`src/rtl/comp_bin_sar_if.sv`:
```
// comp_bin_sar_if: request/result bundle between the SAR search engine and its
// environment (requester plus external comparator).
//
// Handshake: i_Start is a request level sampled only while the engine is idle
// and not emitting its completion pulse; once accepted, o_Ocupado stays high
// until the search ends. o_Listo is a one-cycle completion strobe, and
// o_Resultado/o_Error are valid in that cycle and hold until the next accepted
// request. Comparator flags i_Mayor/i_Igual/i_Menor answer the o_B trial value
// after a fixed latency and are only looked at on the engine's sample cycle.
interface comp_bin_sar_if #(
  parameter int N = 8
);
  logic         i_Start;
  logic [N-1:0] o_B;
  logic         i_Mayor;
  logic         i_Igual;
  logic         i_Menor;
  logic         o_Ocupado;
  logic         o_Listo;
  logic [N-1:0] o_Resultado;
  logic         o_Error;

  // Environment side: issues requests, answers trials.
  modport master (
    output i_Start, i_Mayor, i_Igual, i_Menor,
    input  o_B, o_Ocupado, o_Listo, o_Resultado, o_Error
  );

  // Engine side.
  modport slave (
    input  i_Start, i_Mayor, i_Igual, i_Menor,
    output o_B, o_Ocupado, o_Listo, o_Resultado, o_Error
  );
endinterface

```
`src/rtl/comp_bin_sar.sv`:
```
// comp_bin_sar: successive-approximation search for a hidden value A using an
// external magnitude comparator with LAT cycles of latency. One bit is decided
// per trial, MSB first; the search stops early on equality.
//
// Optional build macro COMP_BIN_SAR_SIGNED_EN: o_B and o_Resultado are
// presented as two's complement (internal offset-binary value with the MSB
// inverted) for use with a signed comparator. Search order and timing are
// identical in both builds.
module comp_bin_sar #(
  parameter int N   = 8,
  parameter int LAT = 2
) (
  input  logic             i_Clk,
  input  logic             i_Rst,
  comp_bin_sar_if.slave    bus,
  output logic [1:0]       o_Dbg_State
);

  localparam int KW = $clog2(N);
  localparam int CW = (LAT > 0) ? $clog2(LAT + 1) : 1;
  localparam logic [CW-1:0] CNT_MAX = CW'(LAT);
  localparam logic [KW-1:0] K_TOP   = KW'(N - 1);
  localparam logic [N-1:0]  MSB     = {1'b1, {(N-1){1'b0}}};

  typedef enum logic [1:0] {
    IDLE = 2'd0,
    TRY  = 2'd1,
    DONE = 2'd2
  } state_t;

  state_t        state_q;
  logic [N-1:0]  work_q;    // bits decided so far (offset-binary domain)
  logic [N-1:0]  b_q;       // registered trial value presented on o_B
  logic [N-1:0]  res_q;
  logic [KW-1:0] k_q;       // bit currently under trial
  logic [CW-1:0] cnt_q;     // cycles the current trial has been stable
  logic          busy_q;
  logic          listo_q;
  logic          err_q;

  logic [N-1:0]  bit_d;
  logic [N-1:0]  next_bit_d;
  logic [N-1:0]  work_d;
  logic          keep_d;
  logic          flags_ok_d;
  logic          last_d;

  // Map the internal search value onto the comparator's operand encoding.
  function automatic logic [N-1:0] out_map(input logic [N-1:0] v);
`ifdef COMP_BIN_SAR_SIGNED_EN
    return v ^ MSB;
`else
    return v;
`endif
  endfunction

  // Decision for the bit under trial. The bit is kept when the hidden value is
  // at or above the trial; with inconsistent flags the same rule yields the
  // partial value reported alongside o_Error.
  always_comb begin
    bit_d      = {{(N-1){1'b0}}, 1'b1} << k_q;
    next_bit_d = bit_d >> 1;
    keep_d     = bus.i_Mayor | bus.i_Igual;
    work_d     = keep_d ? (work_q | bit_d) : work_q;
    flags_ok_d = $onehot({bus.i_Mayor, bus.i_Igual, bus.i_Menor});
    last_d     = bus.i_Igual || (k_q == '0);
  end

  // Search FSM with all outputs registered.
  always_ff @(posedge i_Clk) begin
    if (i_Rst) begin
      state_q <= IDLE;
      work_q  <= '0;
      b_q     <= '0;
      res_q   <= '0;
      k_q     <= '0;
      cnt_q   <= '0;
      busy_q  <= 1'b0;
      listo_q <= 1'b0;
      err_q   <= 1'b0;
    end else begin
      listo_q <= 1'b0;
      case (state_q)
        IDLE: begin
          // A request coinciding with the completion pulse is dropped.
          if (bus.i_Start && !listo_q) begin
            work_q  <= '0;
            k_q     <= K_TOP;
            cnt_q   <= '0;
            res_q   <= '0;
            err_q   <= 1'b0;
            b_q     <= out_map(MSB);
            busy_q  <= 1'b1;
            state_q <= TRY;
          end
        end
        TRY: begin
          if (cnt_q != CNT_MAX) begin
            cnt_q <= cnt_q + 1'b1;
          end else if (!flags_ok_d) begin
            err_q   <= 1'b1;
            work_q  <= work_d;
            b_q     <= '0;
            state_q <= DONE;
          end else if (last_d) begin
            work_q  <= work_d;
            b_q     <= '0;
            state_q <= DONE;
          end else begin
            work_q <= work_d;
            k_q    <= k_q - 1'b1;
            cnt_q  <= '0;
            b_q    <= out_map(work_d | next_bit_d);
          end
        end
        DONE: begin
          res_q   <= out_map(work_q);
          listo_q <= 1'b1;
          busy_q  <= 1'b0;
          state_q <= IDLE;
        end
        default: begin
          state_q <= IDLE;
        end
      endcase
    end
  end

  assign bus.o_B         = b_q;
  assign bus.o_Ocupado   = busy_q;
  assign bus.o_Listo     = listo_q;
  assign bus.o_Resultado = res_q;
  assign bus.o_Error     = err_q;
  assign o_Dbg_State     = state_q;

endmodule

```
`src/flat_wrapper.sv`:
```
// flat-port wrapper written by rule: the top's interface ports become plain ports
module comp_bin_sar_flat 
#(
  parameter int N   = 8,
  parameter int LAT = 2
)
  (i_Clk, i_Rst, o_Dbg_State, bus_i_Start, bus_i_Mayor, bus_i_Igual, bus_i_Menor, bus_o_B, bus_o_Ocupado, bus_o_Listo, bus_o_Resultado, bus_o_Error);
  comp_bin_sar_if #(.N(N)) bus_i ();
  input  logic i_Clk;
  input  logic i_Rst;
  output logic [1:0] o_Dbg_State;
  input wire logic [$bits(bus_i.i_Start)-1:0] bus_i_Start;
  input wire logic [$bits(bus_i.i_Mayor)-1:0] bus_i_Mayor;
  input wire logic [$bits(bus_i.i_Igual)-1:0] bus_i_Igual;
  input wire logic [$bits(bus_i.i_Menor)-1:0] bus_i_Menor;
  output wire logic [$bits(bus_i.o_B)-1:0] bus_o_B;
  output wire logic [$bits(bus_i.o_Ocupado)-1:0] bus_o_Ocupado;
  output wire logic [$bits(bus_i.o_Listo)-1:0] bus_o_Listo;
  output wire logic [$bits(bus_i.o_Resultado)-1:0] bus_o_Resultado;
  output wire logic [$bits(bus_i.o_Error)-1:0] bus_o_Error;
  assign bus_i.i_Start = bus_i_Start;
  assign bus_i.i_Mayor = bus_i_Mayor;
  assign bus_i.i_Igual = bus_i_Igual;
  assign bus_i.i_Menor = bus_i_Menor;
  assign bus_o_B = bus_i.o_B;
  assign bus_o_Ocupado = bus_i.o_Ocupado;
  assign bus_o_Listo = bus_i.o_Listo;
  assign bus_o_Resultado = bus_i.o_Resultado;
  assign bus_o_Error = bus_i.o_Error;
  comp_bin_sar #(.N(N), .LAT(LAT)) u_core (.i_Clk(i_Clk), .i_Rst(i_Rst), .bus(bus_i), .o_Dbg_State(o_Dbg_State));
endmodule
```
`config.mk`:
```
export PLATFORM = sky130hd
export DESIGN_NAME = comp_bin_sar_flat
export DESIGN_NICKNAME = d
export VERILOG_FILES = /design/src/rtl/comp_bin_sar_if.sv /design/src/rtl/comp_bin_sar.sv /design/src/flat_wrapper.sv
export SDC_FILE = /design/constraint.sdc
export NUM_CORES = 1
export LEC_CHECK = 0
export BUFFER_PORTS_ARGS = -buffer_cell sky130_fd_sc_hd__buf_2
export CAP_MARGIN = 10
export CORE_ASPECT_RATIO = 1.1
export CORE_MARGIN = 5
export CORE_UTILIZATION = 35
export DETAILED_ROUTE_END_ITERATION = 7
export MAX_ROUTING_LAYER = met4
export PLACE_DENSITY_LB_ADDON = 0.25
export SLEW_MARGIN = 20
export SYNTH_ARGS = -nofsm -noshare
export SYNTH_HDL_FRONTEND = slang
export SYNTH_SLANG_ARGS = --single-unit
```
`constraint.sdc`:
```
create_clock -name i_Clk -period 2.15 [get_ports i_Clk]
set_input_delay 0.43 -clock i_Clk [delete_from_list [all_inputs] [get_ports i_Clk]]
set_output_delay 0.43 -clock i_Clk [all_outputs]
set_load 0.03 [all_outputs]
```
==> metrics.yaml <==
run_status:
  run_status: "finished, final reports clean"
route:
  route.vias.total: 1251
  antenna_violating_nets_left: 0
  route.detailed.wl_per_inst_um: 14.2
  remaining_drc_errors: 0
  average_via_count_per_standard_cell: 5.11
  firstDrtPassIters: 4
  count_of_routing_violations_after_the_opening_detailed_route_iteration: 48
  postRouteWirelength_um: 3480
worst_setup_path:
  rr_startpoint: "u_core.k_q[0]$_SDFFE_PP0P_"
  cp-start-kind: "flop"
  critical_path.startpoint: "u_core.k_q[0]$_SDFFE_PP0P_"
  reg2reg_slack_ps: 200
  regToRegEndpoint: "u_core.k_q[2]$_SDFFE_PP0P_"
  crit_path_end_kind: "flop"
  r2r.worst_path.cells: 6
  critical_path_end: "u_core.k_q[2]$_SDFFE_PP0P_"
  worst-endpoint-arrival_ps: 2160
  cp_data_required_time_ps: 2370
  critical_path_class: "reg -> reg"
  path_max_fanout: 5
pwr:
  irDropWorstVdd_mv: 0.434
  power_density_mw_per_mm2: 857
  total_leakage_power_nw: 0.753
clocking:
  clock_tree.root_cell: "clkbuf_8"
  numCtsBuffers: 5
  post_cts_buffers: 0
  ctsHoldBuffers: 0
  clk_transition_reported_paths_ps: 70
  clock_sink_count: 34
  max-clock-path-buffers: 2
  cts-htree-levels: 2
  worstSkewPairLatency_ps: 280
  cts_tree: "done"
  cts_repair_resize_count: 0
synth:
  count_of_flip_flops_with_a_built_in_enable_after_synthesis: 0
  synth_warnings: 0
  synth.ff_latch_count: 34
  syn_area_per_cell_um2: 8.91
  ys_async_sr_fraction_pct: 0
  count_of_different_cell_masters_after_synthesis: 32
  synth-seq-area-share_pct: 47.4
  postSynth.topFlopCell: "dfxtp_1"
  synth_nets: 173
  syn-instance-count: 161
  synth.cell_area_mm2: 0.00144
sta:
  fin_crit_sh_pct: 90.6
  layout_min_cycle_time_ps: 1950
  final-hold-violation-count: 0
  timing.max_slew.rel_slack_pct: 64.1
  setup_violations: 0
  fmax_mhz: 513
  tightestPinTransition_ps: 536
  slew_viol_final: 0
  tns_ps: 0
  rsz0062_at_grt: "false"
  fin_hold_ws_ps: 453
  finalClockSkew_ps: 3.70
floorplanning:
  chip_width_um: 71.1
  ioPinCount: 27
  die_height_um: 77.2
  die_area_mm2: 0.00548
  std_cell_rows: 24
  initial_core_util_pct: 36.2
  core_mm2: 0.00396
placement:
  numPortBuffers: 26
  dp_hpwl_um: 2610
  gp_congestion: 0.804
run:
  max_cap_viol_count: 0
grt:
  grt-ovfl-total: 0
  antenna_found_initial: 0
  globalRouteTotalUtil_pct: 13.4
  via_count_of_the_first_global_routing_pass: 1250
  grt_first_pass_wirelength_um: 5740
  grt_max_degree: 17
final_layout:
  final_layout_size_suffix_gt1_share_pct: 21.8
  most_common_cell_after_layout_fill_and_taps_aside: "dfxtp_1"
  filler_cell_count: 421
  antenna_cells: 0
  synthToLayoutAreaGrowth_pct: 24.9
  design.final.nets: 204
  most_frequent_cells_in_the_layout: "34 x dfxtp_1, 26 x buf_2, 19 x nor2_1, 16 x a21oi_1, 11 x o21ai_0"
worst_hold_path:
  timing.hold.worst.class: "reg -> reg"
[sequential cells by signal (all words and copies together) (netlist names)]
name and flops:
u_core.bus.o_Error 1, u_core.k_q 3, u_core.bus.o_B 8, u_core.o_Dbg_State 2
u_core.cnt_q 2, u_core.bus.o_Resultado 8, u_core.bus.o_Ocupado 1, u_core.work_q 8
u_core.bus.o_Listo 1
[power by group]
| group | internal (mW) | switching [mW] |
|---|---|---|
| Sequential | 0.644 | 0.0166 |
| Combinational | 0.0649 | 0.102 |
| Clock | 0.465 | 0.245 |
[metal layers]
layer	vias to the layer above	global-route usage, %	wire (um)
li1	632	-	-
met1	586	15.1	1580
met2	26	22.4	1710
met3	7	3.53	137
met4	0	5.08	59
met5	-	-	0
[layout make-up]
cell class | count | area (um^2) | area share, %
clock buffers | 5 | 68.8 | 3.84
clock inverters | 3 | 68.8 | 3.84
inverters | 9 | 33.8 | 1.88
multi-input cells | 109 | 693 | 38.7
flip-flops and latches | 34 | 681 | 38.0
well taps | 52 | 65.1 | 3.63
repair buffers | 33 | 183 | 10.2
[logic make-up (layout without fill, tap and decap cells)]
group / after synthesis / after routing / share of synthesized area, %
AO/OA/AOI/OAI: 56 / 56 / 25.2
adder cells (fa/ha/maj): 6 / 6 / 5.75
buffers and inverters: 18 / 50 / 4.79
flip-flops: 34 / 34 / 47.4
multiplexers: 1 / 1 / 0.697
AND/OR/NAND/NOR: 46 / 46 / 16.1
[critical path, stage by stage, from the launching register on]
cell and delay [ps]:
dfxtp_1 410, inv_1 110, ha_1 280, nor2b_1 190, o31a_1 310, or4_1 410, a31oi_1 170
[Yosys cell counts, drive strengths merged, types with 2 or more instances]
cell type | count | share of area, %
nand2b | 3 | 1.3
a31oi | 2 | 0.87
inv | 9 | 2.4
a21oi | 16 | 5.6
o31ai | 3 | 1.6
dfxtp | 34 | 47
nand3b | 2 | 1.0
o21ai | 11 | 3.8
and2 | 3 | 1.3
clkbuf | 9 | 2.4
nor2 | 19 | 5.0
ha | 5 | 4.4
nor2b | 2 | 0.87
nand2 | 9 | 2.4
a21boi | 3 | 1.6
a22oi | 10 | 5.2
a22o | 7 | 4.3
[stage by stage]
step | instances | power [mW] | util, % | cell area [um^2] | setup WS, ps
floorplan | 161 | 0.791 | - | 1440 | 11.4
global placement | 237 | 0.833 | 41.8 | 1660 | 96.3
detailed placement | 237 | 0.841 | 41.8 | 1660 | 0.677
CTS | 245 | 1.56 | 45.2 | 1790 | 203
global route | 245 | 1.60 | 45.2 | 1790 | 53.5
finish | 245 | 1.54 | 45.2 | 1790 | 202
[worst min path at each step]
stage	startpoint	end	slack [ps]	cells past startpoint
final	u_core.bus.o_B[5]$_SDFFE_PP0P_	u_core.bus.o_B[5]$_SDFFE_PP0P_	450	2
after global routing	u_core.bus.o_B[4]$_SDFFE_PP0P_	u_core.bus.o_B[4]$_SDFFE_PP0P_	480	2
after CTS	u_core.bus.o_B[5]$_SDFFE_PP0P_	u_core.bus.o_B[5]$_SDFFE_PP0P_	460	2
after detailed placement	u_core.bus.o_B[5]$_SDFFE_PP0P_	u_core.bus.o_B[5]$_SDFFE_PP0P_	450	2
after global placement	u_core.bus.o_B[1]$_SDFFE_PP0P_	u_core.bus.o_B[1]$_SDFFE_PP0P_	440	2
after floorplan	u_core.work_q[0]$_SDFFE_PP0P_	u_core.bus.o_Resultado[0]$_SDFFE_PP0P_	470	1
No activity file was read; power rests on OpenSTA's default activity.
